[config.mk]
export PLATFORM = sky130hd
export DESIGN_NAME = alu_request_scheduler
export DESIGN_NICKNAME = d
export VERILOG_FILES = /design/src/rtl/alu_request_scheduler_pkg.sv /design/src/rtl/alu_core.sv /design/src/rtl/alu_request_scheduler.sv
export SDC_FILE = /design/constraint.sdc
export NUM_CORES = 1
export LEC_CHECK = 0
export ABC_AREA = 1
export CORE_ASPECT_RATIO = 1.75
export CORE_MARGIN = 2
export CORE_UTILIZATION = 53
export CTS_CLUSTER_SIZE = 20
export DETAILED_ROUTE_END_ITERATION = 10
export PLACE_DENSITY = 0.88
export SYNTH_ARGS = -nofsm -noshare
export SYNTH_HDL_FRONTEND = slang
export SYNTH_SLANG_ARGS = --single-unit
[constraint.sdc]
create_clock -name clk -period 5.1 [get_ports clk]
set_clock_uncertainty 0.2 [all_clocks]
set_input_delay 1.275 -clock clk [delete_from_list [all_inputs] [get_ports clk]]
set_output_delay 1.275 -clock clk [all_outputs]
set_load 0.005 [all_outputs]
[src/rtl/alu_request_scheduler_pkg.sv]
// Shared definitions for the ALU request scheduler.
//   - opcode encodings understood by alu_core
//   - scheduler FSM state encoding
//   - fixed result constants produced by the test opcodes
package alu_request_scheduler_pkg;

  localparam logic [2:0] OP_ADD_RC      = 3'b000;  // ripple-carry add
  localparam logic [2:0] OP_ADD_BH      = 3'b001;  // behavioural add
  localparam logic [2:0] OP_NAND_XNOR   = 3'b010;  // {~(a&b), ~(a^b)}
  localparam logic [2:0] OP_ONEHOT_PAIR = 3'b011;  // a one-hot and b has two bits set
  localparam logic [2:0] OP_NONZERO     = 3'b100;  // any operand bit set
  localparam logic [2:0] OP_CAT_NB      = 3'b110;  // {a, ~b}

  localparam logic [7:0] RES_MATCH   = 8'hF0;
  localparam logic [7:0] RES_NONZERO = 8'h0F;

  typedef enum logic [1:0] {
    ST_IDLE = 2'd0,
    ST_EXEC = 2'd1,
    ST_RESP = 2'd2
  } state_t;

endpackage

[src/rtl/alu_core.sv]
// Combinational ALU function core shared by all requesters.
// Ports:
//   i_op  [2:0]        opcode (see package encodings)
//   i_a   [DATA_W-1:0] operand A
//   i_b   [DATA_W-1:0] operand B
//   o_res [RES_W-1:0]  result, zero-extended; unused opcodes give 0
module alu_core
  import alu_request_scheduler_pkg::*;
#(
  parameter int DATA_W = 4,
  parameter int RES_W  = 8
) (
  input  logic [2:0]        i_op,
  input  logic [DATA_W-1:0] i_a,
  input  logic [DATA_W-1:0] i_b,
  output logic [RES_W-1:0]  o_res
);

  logic [DATA_W:0]   w_carry;
  logic [DATA_W-1:0] w_sum_bits;
  logic [DATA_W:0]   w_sum_rc;
  logic [DATA_W:0]   w_sum_bh;
  logic              w_match;

  // Bit-level full-adder chain; its result must agree with the '+' path.
  assign w_carry[0] = 1'b0;
  for (genvar g = 0; g < DATA_W; g++) begin : g_full_adder
    assign w_sum_bits[g] = i_a[g] ^ i_b[g] ^ w_carry[g];
    assign w_carry[g+1]  = (i_a[g] & i_b[g]) | (w_carry[g] & (i_a[g] ^ i_b[g]));
  end
  assign w_sum_rc = {w_carry[DATA_W], w_sum_bits};
  assign w_sum_bh = {1'b0, i_a} + {1'b0, i_b};

  // For 4-bit b the set {3,5,6,9,A,C} is exactly the values with two bits set.
  assign w_match = $onehot(i_a) && ($countones(i_b) == 2);

  always_comb begin
    o_res = '0;
    case (i_op)
      OP_ADD_RC:      o_res = RES_W'(w_sum_rc);
      OP_ADD_BH:      o_res = RES_W'(w_sum_bh);
      OP_NAND_XNOR:   o_res = RES_W'({~(i_a & i_b), ~(i_a ^ i_b)});
      OP_ONEHOT_PAIR: o_res = w_match ? RES_W'(RES_MATCH) : '0;
      OP_NONZERO:     o_res = ((|i_a) || (|i_b)) ? RES_W'(RES_NONZERO) : '0;
      OP_CAT_NB:      o_res = RES_W'({i_a, ~i_b});
      default:        o_res = '0;
    endcase
  end

endmodule

[src/rtl/alu_request_scheduler.sv]
// Shares one ALU between NREQ requesters with round-robin arbitration.
// Handshakes: a transfer happens on a rising edge where valid and ready are
// both high; valid may rise or fall freely before that edge, and the data
// it qualifies is only sampled at the transfer edge.
// Ports:
//   clk, reset                 clock, synchronous active-high reset
//   req_valid/req_ready [NREQ] request handshake per requester
//   req_op [3*NREQ]            opcodes, slice [3i+2:3i]
//   req_a/req_b [DATA_W*NREQ]  operands, slice per requester
//   resp_valid/resp_ready      response handshake, resp_valid one-hot or zero
//   resp_data [RES_W]          result of the granted transaction
//   busy                       high whenever the FSM is not idle
//   op_count [8]               completed responses, wraps
//   dbg_state [2]              current FSM state
module alu_request_scheduler
  import alu_request_scheduler_pkg::*;
#(
  parameter int NREQ   = 2,
  parameter int DATA_W = 4,
  parameter int RES_W  = 8
) (
  input  logic                   clk,
  input  logic                   reset,
  input  logic [NREQ-1:0]        req_valid,
  output logic [NREQ-1:0]        req_ready,
  input  logic [3*NREQ-1:0]      req_op,
  input  logic [DATA_W*NREQ-1:0] req_a,
  input  logic [DATA_W*NREQ-1:0] req_b,
  output logic [NREQ-1:0]        resp_valid,
  input  logic [NREQ-1:0]        resp_ready,
  output logic [RES_W-1:0]       resp_data,
  output logic                   busy,
  output logic [7:0]             op_count,
  output logic [1:0]             dbg_state
);

  localparam int PTR_W = (NREQ > 1) ? $clog2(NREQ) : 1;

  state_t            r_state;
  logic [PTR_W-1:0]  r_rr_ptr;
  logic [PTR_W-1:0]  r_gnt;
  logic [2:0]        r_op;
  logic [DATA_W-1:0] r_a;
  logic [DATA_W-1:0] r_b;
  logic [NREQ-1:0]   r_resp_valid;
  logic [RES_W-1:0]  r_resp_data;
  logic [7:0]        r_op_count;

  logic              w_found;
  int                w_win_idx;
  logic [NREQ-1:0]   w_req_ready;
  logic [RES_W-1:0]  w_alu_res;

  // First valid requester scanning upward from rr_ptr, wrapping around.
  always_comb begin
    w_found   = 1'b0;
    w_win_idx = 0;
    for (int k = 0; k < NREQ; k++) begin
      if (!w_found && req_valid[(int'(r_rr_ptr) + k) % NREQ]) begin
        w_found   = 1'b1;
        w_win_idx = (int'(r_rr_ptr) + k) % NREQ;
      end
    end
  end

  // Ready is withheld during reset so a request cannot look accepted in a
  // cycle where reset discards it.
  always_comb begin
    w_req_ready = '0;
    if (!reset && (r_state == ST_IDLE) && w_found) begin
      w_req_ready[w_win_idx] = 1'b1;
    end
  end

  alu_core #(
    .DATA_W (DATA_W),
    .RES_W  (RES_W)
  ) u_alu_core (
    .i_op  (r_op),
    .i_a   (r_a),
    .i_b   (r_b),
    .o_res (w_alu_res)
  );

  always_ff @(posedge clk) begin
    if (reset) begin
      r_state      <= ST_IDLE;
      r_rr_ptr     <= '0;
      r_gnt        <= '0;
      r_op         <= '0;
      r_a          <= '0;
      r_b          <= '0;
      r_resp_valid <= '0;
      r_resp_data  <= '0;
      r_op_count   <= '0;
    end else begin
      case (r_state)
        ST_IDLE: begin
          if (w_found) begin
            r_op     <= req_op[3*w_win_idx +: 3];
            r_a      <= req_a[DATA_W*w_win_idx +: DATA_W];
            r_b      <= req_b[DATA_W*w_win_idx +: DATA_W];
            r_gnt    <= PTR_W'(w_win_idx);
            r_rr_ptr <= PTR_W'((w_win_idx + 1) % NREQ);
            r_state  <= ST_EXEC;
          end
        end
        ST_EXEC: begin
          r_resp_data         <= w_alu_res;
          r_resp_valid        <= '0;
          r_resp_valid[r_gnt] <= 1'b1;
          r_state             <= ST_RESP;
        end
        ST_RESP: begin
          // Only the granted requester's ready can complete the response.
          if (resp_ready[r_gnt]) begin
            r_resp_valid <= '0;
            r_op_count   <= r_op_count + 8'd1;
            r_state      <= ST_IDLE;
          end
        end
        default: begin
          r_resp_valid <= '0;
          r_state      <= ST_IDLE;
        end
      endcase
    end
  end

  assign req_ready  = w_req_ready;
  assign resp_valid = r_resp_valid;
  assign resp_data  = r_resp_data;
  assign busy       = (r_state != ST_IDLE);
  assign op_count   = r_op_count;
  assign dbg_state  = r_state;

endmodule

**Word level (Yosys, flattened, before mapping)**

Cells that the tools add are included.

- Register bits: 33
- Output and inout bits: 23
- Logic and storage cells: 105

- $add $sub $neg: 10
- $mul: 1
- $lt $le $gt $ge: 6
- Equality and inequality tests: 11
- Shift operators: 3
- Multiplexer cells: 23
- Bitwise gates (word level): 24
- Reduce and logical (&&, ||, !) cells: 18

Operators by type and width:

| cell | count |
|---|---|
| indexed part select 8 x 32 -> 4 bit | 2 |
| one-hot mux 8 bit (6 select lines) | 1 |
| adder 32 bit | 1 |
| equality test 32 x 3 -> 1 bit, second input constant | 1 |
| >= comparator 32 x 1 -> 1 bit, second input constant | 1 |
| < comparator 32 x 3 -> 1 bit, second input constant | 1 |
| multiplier 3 x 32 -> 32 bit, first input constant | 1 |
| 2-to-1 mux 32 bit | 1 |
| indexed part select 6 x 32 -> 3 bit | 1 |
| 2-to-1 mux 1 bit | 12 |
| NOT 4 bit | 3 |
| one-hot mux 2 bit (3 select lines) | 2 |
| adder 1 x 1 -> 2 bit | 4 |
| adder 8 x 1 -> 8 bit, second input constant | 1 |
| 2-to-1 mux 8 bit | 1 |
| AND reduction 2 bit | 4 |
| OR reduction 4 bit | 2 |
| bitwise AND 1 bit | 7 |
| bitwise XOR 1 bit | 7 |
| equality test 3 x 1 -> 1 bit, second input constant | 2 |
| equality test 3 x 2 -> 1 bit, second input constant | 2 |
| equality test 3 bit, second input constant | 2 |
| logical AND 1 bit | 6 |
| 2-to-1 mux 2 bit | 3 |
| other kinds (21) | 28 |

**Depth between registers and ports, before layout**

Gate-level depths: netlist of run 1.

- Depth in word-level cells: 12
- Mapped depth: 11
- Depth with buffers taken out: 11

**Hierarchy**

A second synthesis of run 1 with hierarchy kept.

- Cell total of the unflattened synthesis: 295
- Area total of the unflattened synthesis: 2016.9 um^2

By module, submodules not included:

| module | times used | cells an instance | area each (um^2) | seq. area each (um^2) |
|---|---|---|---|---|
| alu_request_scheduler | 1 | 196 | 1425.1 | 660.6 |
| alu_core | 1 | 99 | 591.8 | 0.0 |

**Least setup slack after synthesis of run 1**

No wires, ideal clock.

- Path kind: input to output
- From: in reset
- To: out req_ready[0]
- Arrival time: 1.814 ns
- Slack: 1.811 ns
- Stages: 5
- Path buffers: 2
- Cell sequence: buf_2 nor2_4 nand2_2 inv_1 buf_6

- Longest elaborated chain between the ends: 4

RTL lines:

| what | RTL line | source |
|---|---|---|
| start, declared | alu_request_scheduler.sv:23 | `input logic reset,` |
| logical NOT 1 bit | alu_request_scheduler.sv:70 | `if (!reset && (r_state == ST_IDLE) && w_found) begin` |
| logical AND 1 bit (2 in a row) | alu_request_scheduler.sv:70 |  |
| 2-to-1 mux 2 bit | alu_request_scheduler.sv:70 |  |
| end, declared | alu_request_scheduler.sv:25 | `output logic [NREQ-1:0] req_ready,` |

No other way between the ends.

**Final worst setup path of run 1**

- From: in req_valid[1]
- To: out req_ready[1]

- Longest elaborated chain between the ends: 11
- Elaborated cells between the ends (all ways): 18
- Those cells by class: order compare: 2; mux: 12; reduce/logical: 4

RTL lines:

| what | RTL line | source |
|---|---|---|
| start, declared | alu_request_scheduler.sv:24 | `input logic [NREQ-1:0] req_valid,` |
| 2-to-1 mux 1 bit (not written as such) (2 in a row) | alu_request_scheduler.sv:59 | `if (!w_found && req_valid[(int'(r_rr_ptr) + k) % NREQ]) begin` |
| 2-to-1 mux 1 bit | alu_request_scheduler.sv:59 |  |
| logical NOT 1 bit | alu_request_scheduler.sv:59 |  |
| logical AND 1 bit | alu_request_scheduler.sv:59 |  |
| 2-to-1 mux 32 bit | alu_request_scheduler.sv:59 |  |
| >= comparator 32 x 1 -> 1 bit (not written as such) / < comparator 32 x 3 -> 1 bit (equally long branches) | alu_request_scheduler.sv:71 | `w_req_ready[w_win_idx] = 1'b1;` |
| logical AND 1 bit (not written as such) | alu_request_scheduler.sv:71 |  |
| 2-to-1 mux 1 bit (not written as such) | alu_request_scheduler.sv:71 |  |
| demux 1 bit (select 1 bit) | alu_request_scheduler.sv:71 |  |
| 2-to-1 mux 2 bit (*) | alu_request_scheduler.sv:70 |  |

Mark *: on every way between the ends. The rest lies on a longest branch, timed or not. The select of a mux whose other input is x is not followed.

==> summary.txt, run 1 <==
Power and ir drop
  – Pleak: 0.00111 uW
  – Power Density: 259 nW/um2
  – Worst VDD drop: 0.000232 V

CTS
  – CTS Buf Count: 5
  – Max H-tree Level: 2
  – Skew-Pair Late Insertion Delay: 0.29 ns
  – Root Buffer: clkbuf_8
  – Post-CTS Setup Inserts: 0
  – CTS Hold Bufs: 0
  – Post_cts resized: 0
  – CTS sink count: 33
  – Worst-path clk slew: 0.06 ns
  – CTS tree: built
  – Max Root-Sink Buffers: 2

Cells and area
  – Ant. Diodes: 0
  – Area grow syn2layout: 30.6%
  – Commonest non-fill, non-tap cell in the layout: nand2_1
  – Commonest cells after routing, fill and taps aside: nand2_1 (89), clkdlybuf4s50_1 (50), dfxtp_1 (33)
  – Share of layout cells above drive strength 1: 8.23%
  – Final instance area: 2630 um2
  – Core Util, Final: 72.3%
  – Nets: 376
  – Post-Layout Cell Count: 374

Timing
  – Fin crit period: 4.23 ns
  – Fin. max-slew vios: 0
  – Worst rel slew slack: 68.4%
  – Fmax: 0.236 GHz
  – Final Setup Violations: 0
  – Setup TNS: 0 ns
  – Worst-margin pin slew: 0.473 ns
  – RSZ-0062 raised after global routing: false
  – Endpoints failing hold: 0
  – Final period utilization: 82.9%

Placement
  – GP Congestion: 0.953
  – DP HPWL: 3820 um
  – Placed cells: 367
  – Buffers on Ports: 50
  – DP Area: 2540 um2

Detailed routing
  – Post-route ant nets: 0
  – Vias after detailed routing: 2,002
  – DRC violations left: 0
  – Wirelength, routed: 4710 um
  – First-pass DRT Iterations: 4
  – DRT iter0 DRCs: 39
  – DR vias/cell: 5.35
  – Post-DR wirelength/cell: 12.6 um

Floorplan
  – # rows: 29
  – Die span in x: 50.5 um
  – Top-Level Pins: 51
  – Die Ht: 85.5 um
  – Die Area: 4320 um2
  – Core ar.: 3630 um2
  – Initial Util: 55.4%

Global routing
  – Antenna violations before repair: 0
  – Vias in the first global route: 2,010
  – GR Util met1: 22.6%
  – Grt ovf: 0
  – First-pass GRT wire length: 8250 um
  – Met3 Usage GRT: 4.05%
  – Gr busiest metal: met2
  – Largest net degree at the start of global routing: 17
  – GR Layer Usage met2: 48.0%
  – Overall Global Routing Usage: 24.8%

Logic synthesis
  – Post-synthesis instance total: 275
  – Distinct cells, synth: 31
  – Mapped Avg Cell Area: 7.31 um2
  – Syn Nets: 323
  – Largest family of logic cells by synthesized area: simple AND/OR/NAND/NOR gates
  – Synth top area share: 32.9%
  – Synth area leader: dfxtp_1
  – Mapped Area: 2010 um2
  – Yosys reg bits: 33
  – Synthesis Warnings: 0
  – Fraction of synthesized cell area in xor and xnor cells: 1.74%
  – Mux cell area share after synthesis: 0%
  – Area contributors post-synth: dfxtp_1 (33%), nand2_1 (17%), ha_1 (9.3%), inv_1 (6.0%), fa_1 (5.0%)
  – Simple-gate portion of the synthesized area: 30.6%
  – Post-Synth Adder-Cell Area: 14.3%
  – Synth Area in Compound Gates: 11.3%
  – Seq/Total Area, Yosys: 32.9%

Worst setup path
  – Worst EP arrival: 2.75 ns
  – Buffers & Inverters on Critical Path: 3
  – Crit-path slowest cell: clkdlybuf4s50_1
  – Most used cell, CP: clkdlybuf4s50_1
  – Startpoint types: input pin
  – CP Max Fanout: 11
  – Critical path's largest stage delay: 0.53 ns
  – Crit end category: primary output
  – Cell family with most CP delay: buffers and inverters
  – Crit-path cells: clkdlybuf4s50_1, o21ai_2, nor2_4, nand2_2, inv_2, clkdlybuf4s50_1
  – CP Class: input pin to primary output
  – Required time of the critical path: 3.62 ns

Min path
  – Hold Crit Class: flop to flop

Job
  – Max-cap violations: 0

Status
  – Outcome: finished clean
-- Yosys cell counts, drive strengths merged --
cell type,instances
o22ai,1
nor2,17
nand3,15
nand2,94
inv,36
buf,5
a21oi,18
nand3b,1
xor2,1
dfxtp,33
clkinv,1
xnor2,3
nor3,5
ha,15
o21ai,7
nor3b,1
o211ai,10
clkbuf,1
nand4,6
fa,5
-- layer usage --
metal  share of wire (%)  vias up
met5                   0        -
met2                  58       63
met1                  34      931
li1                    -      987
met3                 3.3       21
met4                 3.9        0
-- power breakdown --
group          internal (uW)  switching (uW)  total (uW)
clock network            107            89.0         196
registers                277            20.9         298
logic                   86.9            99.0         186
total                    471             209         680
-- flip-flops by register name, indices dropped and copies added, names as in the netlist --
| register | count |
|---|---|
| dbg_state | 2 |
| op_count | 8 |
| r_a | 4 |
| r_b | 4 |
| r_gnt | 1 |
| r_op | 3 |
| r_rr_ptr | 1 |
| resp_data | 8 |
| resp_valid | 2 |
-- path summary, 6_finish.rpt --
check | end | cells after the start | startpoint | slack, ns
min | resp_data[4]$_SDFFE_PP0N_ | 2 | resp_data[4]$_SDFFE_PP0N_ | 0.27
max reg2reg | resp_data[3]$_SDFFE_PP0N_ | 11 | r_a[0]$_SDFFE_PP0P_ | 2.53
max | req_ready[1] | 6 | req_valid[1] | 0.87
min reg2reg | resp_data[4]$_SDFFE_PP0N_ | 2 | resp_data[4]$_SDFFE_PP0N_ | 0.27
-- kinds of logic (layout without fill, tap and decap cells) --
logic type               after synthesis  count (layout)
AND/OR/NAND/NOR                      139             139
buffers and inverters                 43              96
AO/OA/AOI/OAI                         36              36
flip-flops                            33              33
adder cells (fa/ha/maj)               20              20
XOR/XNOR                               4               4
-- metrics by stage --
step / hold WS, ns / setup WS [ns] / power [uW]
floorplan: 0.247 / 1.81 / 416
global placement: 0.256 / 0.886 / 479
detailed placement: 0.260 / 0.876 / 486
CTS: 0.269 / 0.866 / 681
global route: 0.289 / 0.792 / 718
finish: 0.267 / 0.870 / 680
-- worst register-to-register path: cells and delay by family, from the launching register on --
family	cells	cell delay, ns
simple gates	5	0.36
flops	1	0.41
fa+ha+maj	4	1.36
buf+inv	1	0.07
compound gates	1	0.06
-- area by class of cell --
class                      instances  area [um2]
multi-input combinational        199        1170
fill                             294        1000
sequential                        33         661
timing repair buffer              52         515
inverter                          37         139
clock buffer                       7        86.3
tap                               46        57.6
Power figures use the tool's default switching activity.
==> run 2: changes to the inputs <==
--- a/config.mk
+++ b/config.mk
@@ -8,10 +8,10 @@
 export ABC_AREA = 1
 export CORE_ASPECT_RATIO = 1.75
 export CORE_MARGIN = 2
-export CORE_UTILIZATION = 53
+export CORE_UTILIZATION = 44
 export CTS_CLUSTER_SIZE = 20
 export DETAILED_ROUTE_END_ITERATION = 10
-export PLACE_DENSITY = 0.88
+export PLACE_DENSITY = 0.79
 export SYNTH_ARGS = -nofsm -noshare
 export SYNTH_HDL_FRONTEND = slang
 export SYNTH_SLANG_ARGS = --single-unit
==> constraint.sdc (replaced) <==
create_clock -name clk -period 3.59 [get_ports clk]
set_clock_uncertainty 0.2 [all_clocks]
set_input_delay 0.8975 -clock clk [delete_from_list [all_inputs] [get_ports clk]]
set_output_delay 0.8975 -clock clk [all_outputs]
set_load 0.005 [all_outputs]
==> summary.txt, run 2 (same netlist as run 1, synthesis figures left out) <==
Timing
  – RSZ-0062 raised after global routing: false
  – Setup TNS: 0 ns (unchanged)
  – Final period utilization: 95.1%
  – Endpoints failing hold: 0 (unchanged)
  – Fin crit period: 3.41 ns
  – Worst-margin pin slew: 0.495 ns (+0.0215 ns)
  – Final Setup Violations: 0 (unchanged)
  – Worst rel slew slack: 66.9% (-1.4 points)
  – Fmax: 0.293 GHz
  – WHS: 0.269 ns (+0.00196 ns)
  – Fin. max-slew vios: 0 (unchanged)

Detailed routing
  – Post-DR wirelength/cell: 12.6 um (+0.26%)
  – DR vias/cell: 5.02 (-6.2%)
  – Vias after detailed routing: 1,909 (-4.6%)
  – DRC violations left: 0 (unchanged)
  – Post-route ant nets: 0 (unchanged)
  – DRT iter0 DRCs: 34 (-13%)
  – First-pass DRT Iterations: 4 (unchanged)
  – Wirelength, routed: 4800 um (+1.9%)

Global routing
  – Largest net degree at the start of global routing: 17 (unchanged)
  – Antenna violations before repair: 0 (unchanged)
  – Overall Global Routing Usage: 21.6% (-3.2 points)
  – Grt ovf: 0 (unchanged)
  – First-pass GRT wire length: 8050 um (-2.5%)
  – Vias in the first global route: 1,885 (-6.2%)

Worst setup path
  – Reg2reg end: resp_data[4]$_SDFFE_PP0N_
  – Startpoint types: input pin
  – CP Class: input pin to primary output
  – FF-to-FF setup slack: 1.01 ns (-1.52 ns)
  – Reg-to-reg critical path startpoint: r_b[1]$_SDFFE_PP0P_
  – Required time of the critical path: 2.49 ns (-1.13 ns)
  – Worst EP arrival: 2.32 ns (-0.43 ns)
  – Worst r2r path cells: 9 (-2)
  – CP Max Fanout: 4 (-7)
  – Crit end category: primary output

CTS
  – CTS sink count: 33 (unchanged)
  – Root Buffer: clkbuf_8
  – CTS Hold Bufs: 0 (unchanged)
  – Worst-path clk slew: 0.06 ns (about the same)
  – Post_cts resized: 0 (unchanged)
  – Max Root-Sink Buffers: 2 (unchanged)
  – CTS tree: built
  – Skew-Pair Late Insertion Delay: 0.29 ns (about the same)
  – CTS Buf Count: 5 (unchanged)
  – Post-CTS Setup Inserts: 0 (unchanged)
  – Max H-tree Level: 2 (unchanged)

Min path
  – Hold depth: 2 (unchanged)
  – Hold endpoint: resp_data[4]$_SDFFE_PP0N_
  – Hold Startpoint: resp_data[4]$_SDFFE_PP0N_
  – Hold Crit Class: flop to flop

Placement
  – Buffers on Ports: 50 (unchanged)
  – GP Congestion: 0.954 (+0.15%)
  – DP HPWL: 3890 um (+1.9%)

Floorplan
  – Die Area: 5140 um2 (+19%)
  – Die span in x: 55.1 um (+9.0%)
  – # rows: 32 (+10%)
  – Initial Util: 45.6% (-9.8 points)
  – Core ar.: 4400 um2 (+21%)
  – Top-Level Pins: 51 (unchanged)
  – Die Ht: 93.4 um (+9.3%)

Power and ir drop
  – Net Sw Frac: 31.1% (+0.33 points)
  – Pleak: 0.00111 uW (+0.48%)
  – P_sw: 301 uW (+44%)
  – Internal Pwr Total: 669 uW (+42%)
  – Clk pwr share: 29.2% (+0.4 points)
  – Total power: 970 uW (+43%)
  – Logic pwr share: 27.1% (-0.2 points)
  – Reg power frac: 43.7% (-0.2 points)
  – Worst VDD drop: 0.000264 V (+14%)
  – Power Density: 368 nW/um2 (+42%)

Cells and area
  – Nets: 377 (+0.27%)
  – Share of layout cells above drive strength 1: 8.51% (+0.28 points)
  – Commonest non-fill, non-tap cell in the layout: nand2_1
  – Area grow syn2layout: 31.3%
  – Ant. Diodes: 0 (unchanged)
  – Commonest cells after routing, fill and taps aside: nand2_1 (89), clkdlybuf4s50_1 (50), dfxtp_1 (33)

Status
  – Outcome: finished clean

Job
  – Max-cap violations: 0 (unchanged)
[run 2: per-layer routing]
metal  vias up  GRT usage [%]  part of all wire [%]
met4         0           10.6                   2.6
li1        982              -                     -
met3        10           2.88                   2.6
met1       875           20.0                    36
met2        42           42.0                    58
met5         -              0                     0
[run 2: worst max-delay path by stage]
stage          cells past startpoint            to    startpoint  slack, ns
4_1_cts                            6  req_ready[0]  req_valid[1]       0.15
6_report                           6  req_ready[0]  req_valid[1]       0.18
2_1_floorplan                      5  req_ready[0]         reset       1.06
5_1_grt                            6  req_ready[0]  req_valid[1]       0.11
3_3_place_gp                       6  req_ready[0]  req_valid[1]       0.17
3_5_place_dp                       6  req_ready[0]  req_valid[1]       0.16
[run 2: area by class of cell]
cell class / count / area, um2
tap: 51 / 63.8
multi-input combinational: 199 / 1170
timing repair buffer: 53 / 523
clock buffer: 7 / 86.3
fill: 411 / 1770
inverter: 37 / 139
sequential: 33 / 661
[run 2: power groups by stage]
stage                     Combinational [uW]  Clock (uW)  Sequential, uW
after global placement                   257           0             430
after floorplan                          168           0             423
final                                    263         283             424
after CTS                                265         290             423
after global routing                     300         299             427
after detailed placement                 262           0             431
[run 2: stage by stage]
| stage | cells | worst slack [ns] | cell area [um2] | util, % |
|---|---|---|---|---|
| global route | 380 | 0.109 | 2640 | 59.9 |
| CTS | 380 | 0.146 | 2640 | 59.9 |
| global placement | 373 | 0.169 | 2550 | 58.0 |
| detailed placement | 373 | 0.157 | 2550 | 58.0 |
| finish | 380 | 0.177 | 2640 | 59.9 |
| floorplan | 275 | 1.06 | 2010 | - |
[run 2: critical path: stages]
cell             delay, ns
clkdlybuf4s50_1       0.50
o21ai_2               0.09
nor2_4                0.12
nand2_2               0.06
inv_1                 0.12
clkdlybuf4s50_1       0.52
